===== src/rtl/md_in_stage_pkg.sv =====
// Shared definitions for the multiply/divide unit: md_op field positions,
// funct3 codes, the signs vector bit order and the pipeline payload structs.
// The result post-processor imports this package to decode signs/md_op.
package md_in_stage_pkg;

  localparam int unsigned MD_XLEN = 64;
  localparam int unsigned MD_WLEN = 32;
  localparam int unsigned MD_OPW  = 4;

  // md_op = {W, funct3}
  localparam int unsigned MD_W   = 3;
  localparam int unsigned MD_DIV = 2;
  localparam int unsigned MD_F1  = 1;
  localparam int unsigned MD_F0  = 0;

  localparam logic [2:0] F3_MUL    = 3'b000;
  localparam logic [2:0] F3_MULH   = 3'b001;
  localparam logic [2:0] F3_MULHSU = 3'b010;
  localparam logic [2:0] F3_MULHU  = 3'b011;
  localparam logic [2:0] F3_DIV    = 3'b100;
  localparam logic [2:0] F3_DIVU   = 3'b101;
  localparam logic [2:0] F3_REM    = 3'b110;
  localparam logic [2:0] F3_REMU   = 3'b111;

  // signs bit order: multiply = {sign(A), sign(B)}, divide = {sign(B), sign(A)}.
  // For divides bit 0 is the dividend sign (remainder sign); quotient is
  // negated when the two bits differ.
  localparam int unsigned SIGNS_MUL_A = 1;
  localparam int unsigned SIGNS_MUL_B = 0;
  localparam int unsigned SIGNS_DIV_B = 1;
  localparam int unsigned SIGNS_DIV_A = 0;

  // Most-negative values of the extended operand for 64-bit and word ops.
  localparam logic [MD_XLEN-1:0] MD_MIN64  = 64'h8000_0000_0000_0000;
  localparam logic [MD_XLEN-1:0] MD_MIN32X = 64'hFFFF_FFFF_8000_0000;

  // Raw request held in stage 1.
  typedef struct packed {
    logic [MD_XLEN-1:0] rs1;
    logic [MD_XLEN-1:0] rs2;
    logic [MD_OPW-1:0]  md_op;
  } md_req_t;

  // Prepared request held in stage 2.
  typedef struct packed {
    logic [MD_XLEN-1:0] a;
    logic [MD_XLEN-1:0] b;
    logic [1:0]         signs;
    logic [MD_OPW-1:0]  md_op;
    logic               dz;
    logic               ovf;
  } md_prep_t;

  // rs1 is unsigned only for MULHU, DIVU, REMU.
  function automatic logic op_a_signed(input logic [MD_OPW-1:0] op);
    case (op[2:0])
      F3_MULHU, F3_DIVU, F3_REMU: op_a_signed = 1'b0;
      default:                    op_a_signed = 1'b1;
    endcase
  endfunction

  // rs2 is additionally unsigned for MULHSU.
  function automatic logic op_b_signed(input logic [MD_OPW-1:0] op);
    case (op[2:0])
      F3_MULHSU, F3_MULHU, F3_DIVU, F3_REMU: op_b_signed = 1'b0;
      default:                               op_b_signed = 1'b1;
    endcase
  endfunction

endpackage


===== src/rtl/md_operand_ext.sv =====
// Single-operand preparation: word extension, sign detection and
// two's-complement magnitude. Purely combinational.
//   op        in   raw 64-bit register operand
//   word      in   use low 32 bits, extended
//   is_signed in   operand is interpreted as signed
//   ext       out  extended operand
//   mag       out  magnitude if signed and negative, else ext
//   neg       out  operand is signed and negative
module md_operand_ext
  import md_in_stage_pkg::*;
(
  input  logic [MD_XLEN-1:0] op,
  input  logic               word,
  input  logic               is_signed,
  output logic [MD_XLEN-1:0] ext,
  output logic [MD_XLEN-1:0] mag,
  output logic               neg
);

  always_comb begin
    ext = op;
    if (word) begin
      ext = {{MD_WLEN{is_signed & op[MD_WLEN-1]}}, op[MD_WLEN-1:0]};
    end
    neg = is_signed & ext[MD_XLEN-1];
    // The most-negative value negates to itself and is read as unsigned.
    mag = neg ? (~ext + MD_XLEN'(1)) : ext;
  end

endmodule


===== src/rtl/md_in_stage.sv =====
// Operand front end of the multiply/divide unit. Two-stage elastic pipeline:
// S1 registers the raw request, S2 registers magnitudes, signs and flags.
//   clk_i, rst_i             clock, asynchronous active-high reset
//   flush_i                  drop all in-flight requests
//   in_valid_i/in_ready_o    request handshake (in_ready_o is combinational)
//   rs1_i, rs2_i, md_op_i    raw operands and {W, funct3}
//   out_valid_o/out_ready_i  prepared-request handshake
//   a_o, b_o                 operand magnitudes (or raw extended operands)
//   signs_o, md_op_o         sign vector and forwarded op for post-processing
//   dz_o, ovf_o              divide-by-zero and signed-overflow flags
module md_in_stage
  import md_in_stage_pkg::*;
(
  input  logic               clk_i,
  input  logic               rst_i,
  input  logic               flush_i,
  input  logic               in_valid_i,
  output logic               in_ready_o,
  input  logic [MD_XLEN-1:0] rs1_i,
  input  logic [MD_XLEN-1:0] rs2_i,
  input  logic [MD_OPW-1:0]  md_op_i,
  output logic               out_valid_o,
  input  logic               out_ready_i,
  output logic [MD_XLEN-1:0] a_o,
  output logic [MD_XLEN-1:0] b_o,
  output logic [1:0]         signs_o,
  output logic [MD_OPW-1:0]  md_op_o,
  output logic               dz_o,
  output logic               ovf_o
);

  logic     s1_valid;
  logic     s2_valid;
  md_req_t  s1_q;
  md_prep_t s2_q;
  md_prep_t s2_d;

  logic s2_ready_c;
  logic accept_c;
  logic s1_adv_c;

  logic               word_c;
  logic               a_sgn_c;
  logic               b_sgn_c;
  logic [MD_XLEN-1:0] a_ext_c;
  logic [MD_XLEN-1:0] b_ext_c;
  logic [MD_XLEN-1:0] a_mag_c;
  logic [MD_XLEN-1:0] b_mag_c;
  logic               a_neg_c;
  logic               b_neg_c;

  // Handshake: S2 frees when empty or draining; S1 frees when empty or advancing.
  assign s2_ready_c = !s2_valid || out_ready_i;
  assign in_ready_o = !s1_valid || s2_ready_c;
  assign accept_c   = in_valid_i && in_ready_o;
  assign s1_adv_c   = s1_valid && s2_ready_c;

  assign word_c  = s1_q.md_op[MD_W];
  assign a_sgn_c = op_a_signed(s1_q.md_op);
  assign b_sgn_c = op_b_signed(s1_q.md_op);

  md_operand_ext u_ext_a (
    .op        (s1_q.rs1),
    .word      (word_c),
    .is_signed (a_sgn_c),
    .ext       (a_ext_c),
    .mag       (a_mag_c),
    .neg       (a_neg_c)
  );

  md_operand_ext u_ext_b (
    .op        (s1_q.rs2),
    .word      (word_c),
    .is_signed (b_sgn_c),
    .ext       (b_ext_c),
    .mag       (b_mag_c),
    .neg       (b_neg_c)
  );

  // S2 payload: sign vector order depends on multiply vs divide.
  always_comb begin
    s2_d       = '0;
    s2_d.a     = a_mag_c;
    s2_d.b     = b_mag_c;
    s2_d.md_op = s1_q.md_op;
    if (s1_q.md_op[MD_DIV]) begin
      s2_d.signs[SIGNS_DIV_B] = b_neg_c;
      s2_d.signs[SIGNS_DIV_A] = a_neg_c;
      s2_d.dz  = (b_ext_c == '0);
      // Overflow is judged at the operating width (word ops: sext 0x8000_0000).
      s2_d.ovf = a_sgn_c && (b_ext_c == '1) &&
                 (a_ext_c == (word_c ? MD_MIN32X : MD_MIN64));
    end else begin
      s2_d.signs[SIGNS_MUL_A] = a_neg_c;
      s2_d.signs[SIGNS_MUL_B] = b_neg_c;
    end
  end

  // Stage valid bits; flush wins over accept and advance.
  always_ff @(posedge clk_i or posedge rst_i) begin
    if (rst_i) begin
      s1_valid <= 1'b0;
      s2_valid <= 1'b0;
    end else if (flush_i) begin
      s1_valid <= 1'b0;
      s2_valid <= 1'b0;
    end else begin
      if (accept_c) begin
        s1_valid <= 1'b1;
      end else if (s1_adv_c) begin
        s1_valid <= 1'b0;
      end
      if (s2_ready_c) begin
        s2_valid <= s1_valid;
      end
    end
  end

  // Stage payloads; S2 only loads on advance so a stalled output stays put.
  always_ff @(posedge clk_i or posedge rst_i) begin
    if (rst_i) begin
      s1_q <= '0;
      s2_q <= '0;
    end else if (!flush_i) begin
      if (accept_c) begin
        s1_q <= '{rs1: rs1_i, rs2: rs2_i, md_op: md_op_i};
      end
      if (s1_adv_c) begin
        s2_q <= s2_d;
      end
    end
  end

  assign out_valid_o = s2_valid;
  assign a_o         = s2_q.a;
  assign b_o         = s2_q.b;
  assign signs_o     = s2_q.signs;
  assign md_op_o     = s2_q.md_op;
  assign dz_o        = s2_q.dz;
  assign ovf_o       = s2_q.ovf;

endmodule


===== config.mk =====
export PLATFORM = sky130hd
export DESIGN_NAME = md_in_stage
export DESIGN_NICKNAME = d
export VERILOG_FILES = /design/src/rtl/md_in_stage_pkg.sv /design/src/rtl/md_operand_ext.sv /design/src/rtl/md_in_stage.sv
export SDC_FILE = /design/constraint.sdc
export NUM_CORES = 1
export LEC_CHECK = 0
export ABC_AREA = 1
export CAP_MARGIN = 20
export CELL_PAD_IN_SITES_DETAIL_PLACEMENT = 1
export CELL_PAD_IN_SITES_GLOBAL_PLACEMENT = 1
export CORE_MARGIN = 2
export CORE_UTILIZATION = 43
export CTS_BUF_LIST = sky130_fd_sc_hd__clkbuf_8
export DETAILED_ROUTE_END_ITERATION = 8
export PLACE_DENSITY = 0.93
export SETUP_SLACK_MARGIN = 0.15
export SLEW_MARGIN = 20
export SYNTH_ARGS = -nofsm -noshare
export SYNTH_HDL_FRONTEND = slang
export SYNTH_SLANG_ARGS = --single-unit

===== constraint.sdc =====
create_clock -name clk_i -period 17.65 [get_ports clk_i]
set_input_delay 3.53 -clock clk_i [delete_from_list [all_inputs] [get_ports clk_i]]
set_output_delay 3.53 -clock clk_i [all_outputs]
set_load 0.01 [all_outputs]

* Word-level counts from Yosys, hierarchy flattened
Index checks and enable logic that the tools add are counted.
Widths: inputs -> output; s select.
** Word-level totals
- Register bits after elaboration :: 270
- Latch bits :: 0
- Memory bits (writable) :: 0
- Bits in read-only memories :: 0
- Input bits :: 137
- Output and inout port bits :: 138
- Logic and storage cells :: 55
- Memories :: 0
** Cells by class
- Add/sub/neg operators :: 2
- $mul :: 0
- Divide/modulo/power cells :: 0
- Order comparisons :: 0
- Eq/ne operators :: 6
- Shifts and indexed selects :: 0
- Muxes and demuxes :: 14
- Bitwise gates (word level) :: 7
- Reduce and logical (&&, ||, !) cells :: 15
** Operators by type and width (number)
- $mux 64 :: 4
- $add 64x1->64 const B :: 2
- $not 64->64 :: 2
- $eq 64x64->1 :: 1
- $eq 64x64->1 const B :: 1
- $logic_not 64->1 :: 1
- $mux 63 :: 1
- $mux 1 :: 7
- $eq 3x2->1 const B :: 2
- $eq 3x3->1 const B :: 2
- $and 1x1->1 :: 4
- $logic_and 1x1->1 :: 4
- $mux 2 :: 2
- $reduce_and 2->1 :: 2
- $reduce_or 4->1 :: 1
- $reduce_bool 3->1 :: 1
- $reduce_or 3->1 :: 1
- $logic_not 1->1 :: 2
- $logic_or 1x1->1 :: 2
- $reduce_bool 2->1 :: 1
- $not 1->1 :: 1

* Logic depth before layout (Yosys ltp)
Gate-level depths: netlist of the first run.
- Depth in word-level cells :: 9
- Mapped depth :: 15
- Mapped depth without buffers :: 14

* Cells and area by module
From an unflattened synthesis of the first run, not the netlist that was laid out.
** Second synthesis, totals
- Cells, all modules :: 2256
- Area total of the unflattened synthesis :: 16851.2 sq um
** By module, submodules not included
- md_in_stage :: instances 1, cells an instance 1108, area an instance 11143.2 sq um, seq. area each 6756.5 sq um
- md_operand_ext :: instances 2, cells an instance 574, area an instance 2854.0 sq um, seq. area each 0.0 sq um

* Least setup slack after synthesis of the first run
Ideal clock, no wire load.
- Path type :: input -> output
- Start point :: input port out_ready_i
- End point :: output port in_ready_o
- Arrival time :: 3.845 ns
- Data required time :: 14.120 ns
- Path slack :: 10.275 ns
- Cell stages on the path :: 2
- Path buffers :: 0
- Cell sequence :: nor2_1 -> nand2_1
** On the way
- Longest elaborated chain between the ends :: 2
** RTL lines
- start: declaration :: RTL line md_in_stage.sv:23 : input logic out_ready_i,
- $logic_or 1x1->1 :: RTL line md_in_stage.sv:53 : assign s2_ready_c = !s2_valid || out_ready_i;
- $logic_or 1x1->1 :: RTL line md_in_stage.sv:54 : assign in_ready_o = !s1_valid || s2_ready_c;
- end: declaration :: RTL line md_in_stage.sv:18 : output logic in_ready_o,
Every way passes these cells.

* Worst setup path after layout of the first run
Same ends and word-level chain as after synthesis.

==> results of run 1 <==
power by group:
group	switching (mW)	internal (mW)	leakage [nW]
clock	0.286	0.345	0.578
combinational	0.470	0.360	5.23
sequential	0.114	0.760	3.21
total	0.870	1.47	9.01
area by class of cell:
cell class / instances / area [um2]
diodes: 5 / 12.5
clock buffers: 62 / 853
clock inverters: 25 / 175
fillers: 4233 / 14900
inverters: 162 / 621
multi-input cells: 1434 / 7030
flip-flops and latches: 270 / 6760
well taps: 448 / 561
repair buffers: 284 / 2820
state kept, by name, summed over array words and instances (netlist names):
name         cells
dz_o             1
b_o             64
a_o             64
s1_valid         1
md_op_o          4
signs_o          2
out_valid_o      1
ovf_o            1
s1_q           132
worst max-delay path, delay by kind of cell:
family | cells | cell delay (ns)
and+or+nand+nor | 2 | 0.49
buffers and inverters | 2 | 0.94
kinds of logic after synthesis:
group	after synthesis	share of synthesized area (%)
AOI/OAI and AO/OA	232	8.16
xor gates and xnor gates	70	4.14
adders and majority gates	3	0.254
buffers and inverters	249	6.96
DFF	270	45.6
muxes	65	4.94
and+or+nand+nor	1064	29.9
final timing paths:
kind	startpoint	cells past startpoint	endpoint
worst max-delay path	out_ready_i	4	in_ready_o
worst min-delay path	b_o[60]	2	b_o[60]
worst max register to register	s1_q[2]	11	a_o[50]
worst min register to register	b_o[60]	2	b_o[60]
max in group asynchronous	rst_i	3	a_o[44]
min in group asynchronous	rst_i	2	s1_q[15]
metrics by stage:
step	hold slack, ns	worst slack (ns)	std cells	utilization [%]
after global routing	0.509	9.11	2690	55.9
after CTS	0.484	9.16	2685	55.8
final	0.475	9.16	2690	55.9
after global placement	0.460	9.21	2598	52.8
after detailed placement	0.467	9.19	2598	52.8
after floorplan	0.480	6.68	1953	-
routing by layer:
metal / vias up / routed length, um
li1: 6787 / -
met3: 144 / 2950
met1: 7321 / 22700
met5: - / 0
met2: 484 / 27700
met4: 0 / 2750
Yosys cell counts (all sizes together):
library cell  count  area share, %
o31ai             6           0.34
ha                3           0.25
clkbuf           36           0.91
a31oi             7           0.30
o211ai            2           0.10
mux2             65            4.9
o21a              1          0.051
nand2           552             14
clkinv            4           0.10
buf              51            1.9
nor3b             2           0.10
nor3             14           0.47
nor4              5           0.21
dfrtp           270             46
xor2             63            3.7
a21oi            94            3.2
o21ai           122            4.2
nand3           166            5.8
or2               6           0.25
inv             158            4.0
xnor2             7           0.41
nand3b            3           0.15
nor2            283            7.5
nand4            33            1.4
layout by cell type (no fill, tap or decap), types with 33 or more instances in the layout:
| cell | synthesis | final |
|---|---|---|
| nand2_1 | 549 | 548 |
| clkbuf_8 | 0 | 62 |
| clkdlybuf4s50_1 | 0 | 274 |
| nand4_1 | 33 | 33 |
| inv_1 | 152 | 164 |
| a21oi_1 | 94 | 94 |
| mux2_2 | 65 | 65 |
| o21ai_0 | 64 | 64 |
| dfrtp_1 | 270 | 270 |
| nand3_1 | 162 | 162 |
| nor2_1 | 269 | 269 |
| o21ai_1 | 55 | 55 |
| xor2_1 | 63 | 63 |
==> results.json, run 1 <==
{
  "crit_chain": "clkdlybuf4s50_1 -> nor2_1 -> nand2_1 -> clkdlybuf4s50_1",
  "grt_overflow": 0,
  "finalMaxSlewViolations": 0,
  "grt_util_met1_pct": 38.3,
  "finalClockSkew_ns": 0.0417,
  "num_vias": 14700,
  "period_needed_ns": 8.49,
  "coreArea_um2": 33700,
  "dp_hpwl_mm": 40.6,
  "use_met3_pct": 5.11,
  "syn_inst": 1953,
  "power_density_nw_per_um2": 124,
  "synth_seq_cells": 270,
  "crit_slowest_cell": "clkdlybuf4s50_1",
  "drc": 0,
  "hold_path_class": "reg -> reg",
  "leakagePower_nw": 9.01,
  "postCtsResizedCells": 0,
  "grt_pass1_wl_mm": 87.4,
  "drtAntennaViolNets": 0,
  "routed_wl_mm": 56.2,
  "ioPinCount": 275,
  "fmax_mhz": 118,
  "critPathRequiredTime_ns": 14.12,
  "nets": 2341,
  "r2r_setup_slack_ns": 13.42,
  "cpMostUsedCell": "clkdlybuf4s50_1",
  "clock_tree.buffer_depth": 3,
  "start_kind": "input pin",
  "setup_tns_ns": 0,
  "track_usage_pct": 31.4,
  "synth-seq-area-share_pct": 45.6,
  "max_cap_viol_count": 0,
  "outcome": "complete, no violations",
  "crit_path_end_kind": "output port",
  "hold_buffers": 0,
  "path_max_fanout": 3,
  "cts_buffers": 49,
  "cts.clk_slew.worst_paths_ns": 0.05,
  "grt_pass1_vias": 15800,
  "rows": 67,
  "cts_htree_levels": 2,
  "wl_per_cell_um": 20.9,
  "final_area_um2": 18800,
  "initial_core_util_pct": 43.9,
  "fin_crit_sh_pct": 48.1,
  "clockRootBuffer": "clkbuf_8",
  "critical-path-max-stage-delay_ns": 0.52,
  "rsz0062_at_grt": "false",
  "drt-pass1-iter-count": 5,
  "finalHoldViolCount": 0,
  "dieWidth_um": 190,
  "ir_drop_mv": 0.0735,
  "synth_cell_types": 37,
  "dieArea_um2": 35900,
  "die_y_um": 190,
  "timing.max_slew.rel_slack_pct": 36.1,
  "grt_most_used_layer": "met2",
  "syn_nets": 2093,
  "worst_slew_pin_slew_ns": 0.959,
  "yosys_warnings": 0,
  "port_buffers": 274,
  "antenna_found_initial": 5,
  "cts_tree": "built",
  "post-cts-setup-buffer-count": 0,
  "dpl_cell_area_um2": 17800,
  "vias_per_cell": 5.48,
  "setup_violations": 0,
  "crit_arrival_ns": 4.96,
  "clk-insertion-delay-late_ns": 0.64,
  "synth_area_per_cell_um2": 7.58,
  "power_mw": 2.33,
  "cts.sinks": 270,
  "use_met2_pct": 54.0,
  "grt_max_degree": 133,
  "drive_above_1_share_pct": 8.31,
  "globalplace.congestion": 0.946,
  "synthToLayoutAreaGrowth_pct": 27.2,
  "crit_type": "in -> out",
  "drtIter0Drc": 946,
  "syn-cell-area_um2": 14800
}
(Power assumes the default switching activity.)
==> inputs of run 2 (changes only) <==
Settings changed: CORE_UTILIZATION 43 to 40, PLACE_DENSITY 0.93 to 0.88.
Clock period 17.65 ns to 8.2 ns, I/O delays scaled along.
==> results.json, run 2 (synthesized netlist as in run 1, its figures left out) <==
{
  "finalClockSkew_ns": 0.0387,
  "hold_buffers": 0,
  "wl_per_cell_um": 20.1,
  "clockRootBuffer": "clkbuf_8",
  "ioPinCount": 275,
  "final_common_cell": "nand2_1",
  "track_usage_pct": 28.3,
  "largest_register_ffs": 132,
  "dieArea_um2": 38600,
  "globalplace.congestion": 0.973,
  "combPwrFrac_pct": 36.3,
  "crit_arrival_ns": 3.06,
  "power_density_nw_per_um2": 260,
  "final_cells": 2705,
  "cts_htree_levels": 2,
  "post-cts-setup-buffer-count": 0,
  "reg2reg_to": "a_o[41]",
  "dp_hpwl_mm": 40.0,
  "outcome": "complete, no violations",
  "initial_core_util_pct": 40.5,
  "dieWidth_um": 196,
  "drc": 0,
  "drtIter0Drc": 740,
  "vias_per_cell": 5.34,
  "die_y_um": 196,
  "max_flop_register": "s1_q",
  "p_int_mw": 3.07,
  "hold_path.startpoint": "a_o[62]",
  "rows": 70,
  "ff_latch_area_um2": 6760,
  "max_cap_viol_count": 0,
  "port_buffers": 274,
  "start_kind": "input pin",
  "crit_slowest_cell": "clkdlybuf4s50_1",
  "whs_ns": 0.476,
  "critPathBufInv": 2,
  "multiInputGateArea_um2": 7030,
  "grt_max_degree": 180,
  "crit_type": "in -> out",
  "setup_violations": 0,
  "swShare_pct": 37.3,
  "seqPwrFrac_pct": 38.2,
  "grt_pass1_wl_mm": 84.8,
  "timing.max_slew.rel_slack_pct": 31.7,
  "finalHoldViolCount": 0,
  "setup_tns_ns": 0,
  "use_met3_pct": 4.96,
  "routed_wl_mm": 54.4,
  "cts.clk_slew.worst_paths_ns": 0.05,
  "synthToLayoutAreaGrowth_pct": 26.8,
  "drt-pass1-iter-count": 5,
  "crit_path_end_kind": "output port",
  "rsz0062_at_grt": "false",
  "fin_crit_sh_pct": 57.3,
  "crit_chain": "clkdlybuf4s50_1 -> nor2_1 -> nand2_1 -> clkdlybuf4s50_1",
  "worst_slew_pin_slew_ns": 1.02,
  "nets": 2339,
  "placed_cells": 2616,
  "clock_tree.buffer_depth": 3,
  "cts_tree": "built",
  "p_sw_mw": 1.82,
  "most-common-layout-cells": "548 x nand2_1, 274 x clkdlybuf4s50_1, 270 x dfrtp_1, 269 x nor2_1, 163 x inv_1",
  "drtAntennaViolNets": 0,
  "critical-path-max-stage-delay_ns": 0.52,
  "grt_util_met1_pct": 35.5,
  "clockPowerShare_pct": 25.5,
  "num_vias": 14400,
  "crit_family": "buffers and inverters",
  "drive_above_1_share_pct": 8.15,
  "cpMostUsedCell": "clkdlybuf4s50_1",
  "period_needed_ns": 4.70,
  "grt_pass1_vias": 15300,
  "cts_buffers": 48,
  "r2r_setup_slack_ns": 3.87,
  "min_path_cells": 2,
  "hold_path_end": "a_o[62]",
  "rr_startpoint": "s1_q[2]",
  "grt_most_used_layer": "met2",
  "coreArea_um2": 36500,
  "ff2ff_path_depth": 9,
  "use_met2_pct": 47.7,
  "cts.sinks": 270,
  "path_max_fanout": 3,
  "fmax_mhz": 213,
  "leakagePower_nw": 8.97,
  "postCtsResizedCells": 0,
  "clk-insertion-delay-late_ns": 0.63,
  "grt_overflow": 0,
  "antenna_found_initial": 6,
  "fill_cells": 4478,
  "ir_drop_mv": 0.126,
  "finalMaxSlewViolations": 0,
  "critPathRequiredTime_ns": 6.56,
  "hold_path_class": "reg -> reg"
}
==> run 2: metrics by stage <==
stage                     utilization [%]  worst slack (ns)  cell area, um2  power (mW)
after floorplan                         -              2.99           14800        2.79
after global placement               48.8              3.55           17800        3.58
after detailed placement             48.8              3.49           17800        3.66
after CTS                            51.3              3.48           18700        4.93
after global routing                 51.4              3.47           18800        5.20
final                                51.4              3.50           18800        4.89
==> run 2: worst max-delay path by stage <==
| stage | startpoint | end | slack [ns] | cells past startpoint |
|---|---|---|---|---|
| final | out_ready_i | in_ready_o | 3.50 | 4 |
| after global routing | out_ready_i | in_ready_o | 3.47 | 4 |
| after CTS | out_ready_i | in_ready_o | 3.48 | 4 |
| after detailed placement | out_ready_i | in_ready_o | 3.49 | 4 |
| after global placement | out_ready_i | in_ready_o | 3.55 | 4 |
| after floorplan | rst_i | a_o[0] | 2.99 | 1 |
==> run 2: power by group through the flow <==
stage               Clock, mW  Combinational (mW)  Sequential [mW]
finish                   1.25                1.78             1.87
global route             1.34                1.96             1.90
CTS                      1.28                1.78             1.87
detailed placement          0                1.77             1.88
global placement            0                1.71             1.87
floorplan                   0               0.876             1.92
==> run 2: worst register-to-register path, cell delays in order (launching register included) <==
cell	delay, ns
dfrtp_1	0.44
o21ai_2	0.27
nand2_1	0.11
nand2_1	0.63
nand3_2	0.83
inv_2	1.02
nand2_1	0.43
nand3_1	0.15
nand3_1	0.21
nand2_1	0.14
==> run 2: layout make-up <==
cell class	count	share of cell area (%)
Multi-Input combinational cell	1434	37.4
Timing Repair Buffer	283	15.1
Inverter	162	3.28
Tap cell	468	3.12
Antenna cell	5	0.0666
Sequential cell	270	36.0
Clock inverter	23	0.580
Clock buffer	60	4.40
==> run 2: metal layers <==
layer / share of wire, % / vias to the layer above
met3: 4.9 / 123
met2: 48 / 397
met1: 42 / 7133
met4: 4.5 / 2
li1: - / 6777
met5: 0.024 / -
==> inputs of run 3 (changes only) <==
Settings changed: CORE_UTILIZATION 40 to 36, PLACE_DENSITY 0.88 to 0.83.
Clock period 8.2 ns to 4 ns, I/O delays scaled along.
==> results.json, run 3 (synthesized netlist as in run 1, its figures left out) <==
{
  "outcome": "complete, no violations",
  "utilization_pct": 47.4,
  "max_flop_register": "s1_q",
  "hold_buffers": 0,
  "start_kind": "input pin",
  "drt-pass1-iter-count": 5,
  "cts_tree": "built",
  "dp_hpwl_mm": 43.1,
  "finalClockSkew_ns": 0.0323,
  "drc": 0,
  "max_cap_viol_count": 0,
  "wl_per_cell_um": 20.4,
  "fin_crit_sh_pct": 74.7,
  "power_density_nw_per_um2": 541,
  "crit_arrival_ns": 2.19,
  "num_vias": 14600,
  "period_needed_ns": 2.99,
  "postCtsResizedCells": 0,
  "die_y_um": 207,
  "ioPinCount": 275,
  "most-common-layout-cells": "548 x nand2_1, 274 x clkdlybuf4s50_1, 270 x dfrtp_1, 269 x nor2_1, 164 x inv_1",
  "crit_path_end_kind": "output port",
  "final_common_cell": "nand2_1",
  "globalplace.congestion": 0.954,
  "dieWidth_um": 207,
  "finalMaxSlewViolations": 0,
  "track_usage_pct": 26.9,
  "grt_max_degree": 56,
  "critPathRequiredTime_ns": 3.20,
  "drive_above_1_share_pct": 9.53,
  "whs_ns": 0.482,
  "ir_drop_mv": 0.278,
  "power_mw": 10.5,
  "vias_per_cell": 5.22,
  "final_cells": 2802,
  "routed_wl_mm": 57.3,
  "worst_slack_ns": 1.01,
  "place_ws_ns": 1.00,
  "cts.sinks": 270,
  "initial_core_util_pct": 36.3,
  "ff2ff_path_depth": 12,
  "hold_path.startpoint": "b_o[44]",
  "antenna_found_initial": 3,
  "path_max_fanout": 3,
  "crit_type": "in -> out",
  "worst_slew_pin_slew_ns": 0.881,
  "drtAntennaViolNets": 0,
  "min_path_cells": 2,
  "coreArea_um2": 40700,
  "drtIter0Drc": 782,
  "clock_tree.buffer_depth": 3,
  "cts_buffers": 49,
  "placed_cells": 2708,
  "hold_path_class": "reg -> reg",
  "port_buffers": 274,
  "fmax_mhz": 334,
  "post-cts-setup-buffer-count": 0,
  "rows": 74,
  "cts_htree_levels": 2,
  "grt_overflow": 0,
  "clockRootBuffer": "clkbuf_8",
  "grt_pass1_vias": 15500,
  "dieArea_um2": 42800,
  "cts.clk_slew.worst_paths_ns": 0.06,
  "finalHoldViolCount": 0,
  "timing.max_slew.rel_slack_pct": 41.2,
  "nets": 2368,
  "setup_violations": 0,
  "critPathLaunch": "out_ready_i",
  "rr_startpoint": "s1_q[3]",
  "largest_register_ffs": 132,
  "synthToLayoutAreaGrowth_pct": 30.5,
  "clk-insertion-delay-late_ns": 0.64,
  "rsz0062_at_grt": "false",
  "leakagePower_nw": 9.20,
  "grt_pass1_wl_mm": 87.7
}
## run 3: cell count changes in the layout (fill, tap and decap cells not counted)
cell / previous run / this run
bufinv_16: 0 / 2
clkinv_2: 8 / 4
buf_12: 1 / 10
clkinv_4: 1 / 0
buf_4: 7 / 26
clkinvlp_4: 3 / 6
diode_2: 5 / 3
inv_1: 163 / 164
clkbuf_8: 60 / 66
## run 3: worst max-delay path, stage by stage
cell and delay, ns:
clkdlybuf4s50_1 0.40, nor2_1 0.27, nand2_1 0.20, clkdlybuf4s50_1 0.52
## run 3: where the power goes
part / total [mW] / internal, mW / leakage [nW] / switching (mW)
combinational: 3.70 / 1.64 / 5.40 / 2.07
sequential: 3.87 / 3.35 / 3.21 / 0.521
clock: 2.88 / 1.60 / 0.588 / 1.28
total: 10.5 / 6.59 / 9.20 / 3.87
## run 3: layout make-up
cell class / count / area [um2]
timing repair buffer: 311 / 3170
clock inverter: 24 / 166
sequential: 270 / 6760
clock buffer: 66 / 908
fill: 4955 / 21400
antenna: 3 / 7.51
multi-input combinational: 1434 / 7030
inverter: 162 / 617
tap: 532 / 666
## run 3: through the flow
| step | cell area (um2) | TNS (ns) |
|---|---|---|
| floorplan | 14800 | -99.21 |
| global placement | 18200 | 0 |
| detailed placement | 18200 | 0 |
| CTS | 19300 | 0 |
| global route | 19300 | 0 |
| finish | 19300 | 0 |
## run 3: path summary, 6_finish.rpt
path	endpoint	slack, ns
min in group asynchronous	b_o[8]	0.63
setup / recovery	in_ready_o	1.01
max in group asynchronous	s1_q[56]	2.45
setup reg to reg	b_o[62]	1.08
hold / removal	b_o[44]	0.48
hold reg to reg	b_o[44]	0.48
## run 3: layer usage
metal	routed length (um)	up-vias	global-route usage, %
met5	0	-	0
met4	2030	0	11.1
met3	2720	108	3.49
met2	27700	411	45.5
met1	24900	7287	34.8
li1	-	6834	-
